--- src/rtl/regfile_bank_if.sv ---
// regfile_bank_if: bus bundle between the control/write-back path and the
// register bank.
//   master : drives read/display indices, main and auxiliary write requests,
//            soft-clear; receives read data, display data and busy.
//   slave  : the register bank side of the same signals.
interface regfile_bank_if #(
  parameter int unsigned DATA_W = 32,
  parameter int unsigned ADDR_W = 5
);
  logic              iSoftClr;
  logic [ADDR_W-1:0] iReadRegister1;
  logic [ADDR_W-1:0] iReadRegister2;
  logic [DATA_W-1:0] oReadData1;
  logic [DATA_W-1:0] oReadData2;
  logic [ADDR_W-1:0] iRegDispSelect;
  logic [DATA_W-1:0] oRegDisp;
  logic              iRegWrite;
  logic [ADDR_W-1:0] iWriteRegister;
  logic [DATA_W-1:0] iWriteData;
  logic              iAuxWrite;
  logic [ADDR_W-1:0] iAuxRegister;
  logic [DATA_W-1:0] iAuxData;
  logic              oBusy;

  modport master (
    output iSoftClr, iReadRegister1, iReadRegister2, iRegDispSelect,
           iRegWrite, iWriteRegister, iWriteData,
           iAuxWrite, iAuxRegister, iAuxData,
    input  oReadData1, oReadData2, oRegDisp, oBusy
  );

  modport slave (
    input  iSoftClr, iReadRegister1, iReadRegister2, iRegDispSelect,
           iRegWrite, iWriteRegister, iWriteData,
           iAuxWrite, iAuxRegister, iAuxData,
    output oReadData1, oReadData2, oRegDisp, oBusy
  );
endinterface

--- src/rtl/regfile_bank.sv ---
// regfile_bank: parametrised general-purpose register bank.
//   Two combinational read ports plus a display port, a main write port and
//   an auxiliary write port that wins on same-index collisions. Contents are
//   initialised by a counter-driven sweep after reset or soft clear (index
//   SP_REG gets SP_INIT, everything else 0), so the array needs no per-bit
//   reset. Index 0 always reads 0.
// Ports:
//   iCLK   clock, rising edge
//   iCLRn  asynchronous active-low reset (restarts the sweep)
//   bus    regfile_bank_if.slave (read/display/write/aux/soft-clear/busy)
// Optional feature: define REGFILE_BYPASS_EN to forward same-cycle write data
// to matching read ports (aux over main, never index 0, not while busy).
module regfile_bank #(
  parameter int unsigned DATA_W  = 32,
  parameter int unsigned ADDR_W  = 5,
  parameter int unsigned SP_REG  = 29,
  parameter logic [31:0] SP_INIT = 32'd32764
) (
  input  logic           iCLK,
  input  logic           iCLRn,
  regfile_bank_if.slave  bus
);

  localparam int unsigned NREG = 1 << ADDR_W;

  typedef enum logic {
    CLEAR = 1'b0,
    RUN   = 1'b1
  } state_t;

  state_t            state, state_nxt;
  logic [ADDR_W-1:0] cnt, cnt_nxt;
  logic              sweep_we, main_we, aux_we, busy;
  logic [DATA_W-1:0] sweep_data;
  logic [DATA_W-1:0] mem [NREG];

  // Local copies of the bus inputs.
  logic              soft_clr, reg_write, aux_write;
  logic [ADDR_W-1:0] wr_idx, aux_idx, rd1_idx, rd2_idx, disp_idx;
  logic [DATA_W-1:0] wr_data, aux_data;

  assign soft_clr  = bus.iSoftClr;
  assign reg_write = bus.iRegWrite;
  assign aux_write = bus.iAuxWrite;
  assign wr_idx    = bus.iWriteRegister;
  assign aux_idx   = bus.iAuxRegister;
  assign rd1_idx   = bus.iReadRegister1;
  assign rd2_idx   = bus.iReadRegister2;
  assign disp_idx  = bus.iRegDispSelect;
  assign wr_data   = bus.iWriteData;
  assign aux_data  = bus.iAuxData;

  assign busy      = (state == CLEAR);
  assign bus.oBusy = busy;

  // State and sweep counter.
  always_ff @(posedge iCLK or negedge iCLRn) begin
    if (!iCLRn) begin
      state <= CLEAR;
      cnt   <= '0;
    end else begin
      state <= state_nxt;
      cnt   <= cnt_nxt;
    end
  end

  // Next state, sweep progress and qualified write enables.
  always_comb begin
    state_nxt = state;
    cnt_nxt   = cnt;
    sweep_we  = 1'b0;
    main_we   = 1'b0;
    aux_we    = 1'b0;
    if (soft_clr) begin
      state_nxt = CLEAR;
      cnt_nxt   = '0;
    end else begin
      unique case (state)
        CLEAR: begin
          // Held-in-reset edges must not disturb the array.
          sweep_we = iCLRn;
          cnt_nxt  = cnt + ADDR_W'(1);
          if (&cnt) state_nxt = RUN;
        end
        RUN: begin
          main_we = reg_write && (wr_idx != '0);
          aux_we  = aux_write && (aux_idx != '0);
        end
        default: ;
      endcase
    end
  end

  assign sweep_data = (cnt == ADDR_W'(SP_REG)) ? DATA_W'(SP_INIT) : '0;

  // Storage: no reset; later statements win, so aux overrides main.
  always_ff @(posedge iCLK) begin
    if (sweep_we) mem[cnt]     <= sweep_data;
    if (main_we)  mem[wr_idx]  <= wr_data;
    if (aux_we)   mem[aux_idx] <= aux_data;
  end

  function automatic logic [DATA_W-1:0] read_port(input logic [ADDR_W-1:0] idx);
    logic [DATA_W-1:0] v;
    v = mem[idx];
    if (busy || (idx == '0)) v = '0;
`ifdef REGFILE_BYPASS_EN
    else if (aux_we && (aux_idx == idx)) v = aux_data;
    else if (main_we && (wr_idx == idx)) v = wr_data;
`endif
    return v;
  endfunction

  // Combinational read ports.
  always_comb begin
    bus.oReadData1 = read_port(rd1_idx);
    bus.oReadData2 = read_port(rd2_idx);
    bus.oRegDisp   = read_port(disp_idx);
  end

endmodule

--- src/flat_wrapper.sv ---
// flat-port wrapper written by rule: the top's interface ports become plain ports
module regfile_bank_flat 
#(
  parameter int unsigned DATA_W  = 32,
  parameter int unsigned ADDR_W  = 5,
  parameter int unsigned SP_REG  = 29,
  parameter logic [31:0] SP_INIT = 32'd32764
)
  (iCLK, iCLRn, bus_iSoftClr, bus_iReadRegister1, bus_iReadRegister2, bus_iRegDispSelect, bus_iRegWrite, bus_iWriteRegister, bus_iWriteData, bus_iAuxWrite, bus_iAuxRegister, bus_iAuxData, bus_oReadData1, bus_oReadData2, bus_oRegDisp, bus_oBusy);
  regfile_bank_if #(.DATA_W(DATA_W), .ADDR_W(ADDR_W)) bus_i ();
  input  logic iCLK;
  input  logic iCLRn;
  input wire logic [$bits(bus_i.iSoftClr)-1:0] bus_iSoftClr;
  input wire logic [$bits(bus_i.iReadRegister1)-1:0] bus_iReadRegister1;
  input wire logic [$bits(bus_i.iReadRegister2)-1:0] bus_iReadRegister2;
  input wire logic [$bits(bus_i.iRegDispSelect)-1:0] bus_iRegDispSelect;
  input wire logic [$bits(bus_i.iRegWrite)-1:0] bus_iRegWrite;
  input wire logic [$bits(bus_i.iWriteRegister)-1:0] bus_iWriteRegister;
  input wire logic [$bits(bus_i.iWriteData)-1:0] bus_iWriteData;
  input wire logic [$bits(bus_i.iAuxWrite)-1:0] bus_iAuxWrite;
  input wire logic [$bits(bus_i.iAuxRegister)-1:0] bus_iAuxRegister;
  input wire logic [$bits(bus_i.iAuxData)-1:0] bus_iAuxData;
  output wire logic [$bits(bus_i.oReadData1)-1:0] bus_oReadData1;
  output wire logic [$bits(bus_i.oReadData2)-1:0] bus_oReadData2;
  output wire logic [$bits(bus_i.oRegDisp)-1:0] bus_oRegDisp;
  output wire logic [$bits(bus_i.oBusy)-1:0] bus_oBusy;
  assign bus_i.iSoftClr = bus_iSoftClr;
  assign bus_i.iReadRegister1 = bus_iReadRegister1;
  assign bus_i.iReadRegister2 = bus_iReadRegister2;
  assign bus_i.iRegDispSelect = bus_iRegDispSelect;
  assign bus_i.iRegWrite = bus_iRegWrite;
  assign bus_i.iWriteRegister = bus_iWriteRegister;
  assign bus_i.iWriteData = bus_iWriteData;
  assign bus_i.iAuxWrite = bus_iAuxWrite;
  assign bus_i.iAuxRegister = bus_iAuxRegister;
  assign bus_i.iAuxData = bus_iAuxData;
  assign bus_oReadData1 = bus_i.oReadData1;
  assign bus_oReadData2 = bus_i.oReadData2;
  assign bus_oRegDisp = bus_i.oRegDisp;
  assign bus_oBusy = bus_i.oBusy;
  regfile_bank #(.DATA_W(DATA_W), .ADDR_W(ADDR_W), .SP_REG(SP_REG), .SP_INIT(SP_INIT)) u_core (.iCLK(iCLK), .iCLRn(iCLRn), .bus(bus_i));
endmodule
--- config.mk ---
export PLATFORM = sky130hd
export DESIGN_NAME = regfile_bank_flat
export DESIGN_NICKNAME = d
export VERILOG_FILES = /design/src/rtl/regfile_bank_if.sv /design/src/rtl/regfile_bank.sv /design/src/flat_wrapper.sv
export SDC_FILE = /design/constraint.sdc
export NUM_CORES = 2
export LEC_CHECK = 0
export ABC_CLOCK_PERIOD_IN_PS = 5700
export CORE_AREA = 2 2 300 524
export DETAILED_ROUTE_END_ITERATION = 10
export DIE_AREA = 0 0 302 526
export GPL_TIMING_DRIVEN = 0
export PLACE_DENSITY_LB_ADDON = 0.15
export SYNTH_ARGS = -nofsm -noshare
export SYNTH_HDL_FRONTEND = slang
export SYNTH_SLANG_ARGS = --single-unit
export TNS_END_PERCENT = 20
--- constraint.sdc ---
create_clock -name iCLK -period 5.7 [get_ports iCLK]
set_input_delay 1.71 -clock iCLK [delete_from_list [all_inputs] [get_ports iCLK]]
set_output_delay 1.71 -clock iCLK [all_outputs]
set_load 0.05 [all_outputs]
==> results.json <==
{
  "status": "finished with violations",
  "violations": "max-capacitance violations, max-slew violations, negative setup slack",
  "syn-num-nets": 5608,
  "die_y_microns": 526,
  "worstSetupPathType": "flip-flop to primary output",
  "drive_gt1_share_pct": 38.3,
  "timing.fmax_ghz": 0.167,
  "grt_first_pass_wirelength_microns": 536000,
  "ys_types": 65,
  "dieArea_sq_mm": 0.159,
  "worstPathCellList": "buf_4 > inv_1 > nor3b_4 > clkbuf_4 > nand3_1 > nand4_1 > buf_2",
  "whs_path_depth": 2,
  "path_max_fanout": 11,
  "finalHoldViolCount": 0,
  "yosysTopAreaCell": "edfxtp_1",
  "timing.final.crit_share_pct": 105,
  "grt-ovfl-total": 0,
  "synth_warnings": 0,
  "place_ws_ps": -2560,
  "irDropWorstVdd_v": 0.000265,
  "core_sq_mm": 0.155,
  "grt_pass1_vias": 58100,
  "whs_ps": 640,
  "synth_area_leaders": "edfxtp_1, mux2_2, mux4_2",
  "clkSlewWorstSetupHoldPaths_ps": 70,
  "wl_microns": 420000,
  "worstSetupStartpointType": "flip-flop",
  "cts_hold_buf": 0,
  "wl_per_cell_microns": 52.2,
  "die_w_microns": 302,
  "final_common_cell": "edfxtp_1",
  "start_util_pct": 44.7,
  "numPortBuffers": 185,
  "clockBufferDepth": 3,
  "worstPathRequired_ps": 3990,
  "drc": 0,
  "vias_per_cell": 7.63,
  "p_per_area_mw_per_mm2": 223,
  "globalplace.congestion": 1.07,
  "synth_edf_count": 1024,
  "maxCapViolations": 2,
  "rsz0062_at_grt": "true",
  "dominantRegCellSynth": "edfxtp_1",
  "hold_path_class": "flip-flop to flip-flop",
  "fin_skew_ps": 29.6,
  "nNetsFinal": 5989,
  "r2r-start": "u_core.state",
  "min_from": "u_core.cnt[1]",
  "track_usage_pct": 51.7,
  "vias": 61300,
  "clkLatencyLatePin_ps": 810,
  "placementRows": 191,
  "r2r_end": "u_core.mem[7][4]",
  "syn_area_sq_mm": 0.0692,
  "leakage_nw": 28.1,
  "synth_cells": 5511,
  "cts_tree": "done",
  "layout_setup_ws_ps": -305,
  "io_pins": 191,
  "finish.utilization_pct": 53.1,
  "critPathSlowestCell": "nor3b_4",
  "slew_headroom_pct": -7.11,
  "ys_async_sr_fraction_pct": 0.583,
  "final_area_sq_mm": 0.0821,
  "antenna_found_initial": 27,
  "drt_iter0_drc": 10900,
  "root_buffer": "clkbuf_16",
  "max_stage_delay_ps": 550,
  "p_total_mw": 18.4,
  "final_max_slew_viol_count": 13,
  "grt_max_degree": 25,
  "finalSetupViolCount": 81,
  "worst_slew_pin_slew_ps": 1600,
  "ys_ff_latch": 1030,
  "r2r_setup_slack_ps": 1350,
  "cts_sinks": 1030,
  "final_cell_mix": "edfxtp_1, mux2_2, mux2i_1, nand2_1, o21ai_0",
  "synth_area_per_cell_sq_um": 12.5,
  "drt_first_pass_iters": 6,
  "r2r_cells": 7,
  "cts_max_level": 3,
  "critPathCaptureType": "primary output",
  "placed_area_sq_mm": 0.0749,
  "syn_to_final_growth_pct": 18.8,
  "synth_top_area_share_pct": 44.5,
  "fin_crit_ps": 6000,
  "antenna_left": 0,
  "dp_hpwl_microns": 315000,
  "ys_seq_area_share_pct": 44.7,
  "cts_made_buffers": 107,
  "min_to": "u_core.cnt[1]",
  "worstPathArrival_ps": 4290
}
==> critical path: cells and delay by family (launching register included) <==
kind | cells | cell delay [ps]
buffers and inverters | 4 | 1660
flip-flops | 1 | 520
AND/OR/NAND/NOR | 3 | 1250
==> layout make-up <==
class,count,area [sq um]
tap,2026,2530
antenna,23,57.6
clock buffer,118,2740
fill,13400,72500
clock inverter,85,987
timing repair buffer,281,3010
sequential,1030,30900
buffer,651,5490
multi-input combinational,3786,36300
inverter,35,131
==> metrics by stage <==
| step | instances | setup TNS [ps] |
|---|---|---|
| global route | 8014 | -897 |
| CTS | 7986 | -517 |
| global placement | 7722 | -4019220 |
| detailed placement | 7769 | -221700 |
| floorplan | 5511 | 0 |
| finish | 8035 | -7000 |
==> sequential cells by signal, indices dropped and copies added, names as in the netlist <==
register	flops
u_core.state	1
u_core.cnt	5
u_core.mem	1024
==> what timing repair did <==
| action | CTS | global route |
|---|---|---|
| hold endpoints to repair | 0 | 0 |
| setup buffers | 22 | 24 |
| cloned | 0 | 2 |
| pin swaps | 39 | 20 |
| setup endpoints to repair | 96 | 84 |
| resized for setup | 1396 | 115 |
==> per-layer routing <==
metal	GRT usage, %	routed length, microns
met1	60.1	138000
met2	74.4	176000
met3	20.1	59800
met4	43.7	45200
met5	0	138
==> cells by family (layout without fill, tap and decap cells) <==
group / Yosys count / after routing / synth area share (%)
mux: 1761 / 1761 / 33.9
compound gates: 1037 / 1037 / 9.28
flops: 1030 / 1030 / 44.7
simple gates: 982 / 982 / 7.37
buf+inv: 695 / 1170 / 4.71
fa+ha+maj: 3 / 3 / 0.0543
xor+xnor: 3 / 3 / 0.0380
other cells: 0 / 23 / 0
==> Yosys cell counts (14+ instances only) <==
library cell,count
a21oi_1,102
a22oi_1,281
clkbuf_1,331
or3_1,62
nor2_1,25
and3_1,65
inv_1,35
buf_4,19
nor2b_1,75
o21bai_1,18
a31oi_1,33
mux2i_1,536
o21ai_0,420
buf_1,18
buf_6,33
nand2_1,436
mux4_2,378
edfxtp_1,1024
a211oi_1,65
a22o_1,32
o22ai_1,66
mux2_2,845
buf_2,244
nand4_1,99
clkbuf_2,14
nand3_1,132
==> where the power goes <==
| group | internal (mW) | switching, mW | leakage (nW) |
|---|---|---|---|
| Combinational | 0.705 | 1.45 | 18.3 |
| Sequential | 8.23 | 0.0247 | 8.04 |
| Clock | 4.28 | 3.66 | 1.78 |
| Total | 13.2 | 5.14 | 28.1 |
==> worst max path at each step <==
stage	cells after the start	startpoint	slack, ps	endpoint
2_1_floorplan	5	bus_iSoftClr	320	u_core.mem[17][0]
3_5_place_dp	8	bus_iReadRegister2[1]	-2560	bus_oReadData2[21]
6_report	7	u_core.state	-300	bus_oReadData2[1]
3_3_place_gp	6	bus_iSoftClr	-6150	u_core.mem[1][9]
5_1_grt	8	bus_iReadRegister2[2]	-100	bus_oReadData2[18]
4_1_cts	7	bus_iRegDispSelect[0]	-60	bus_oRegDisp[30]
Note: power is estimated with default switching activity, not from simulation.
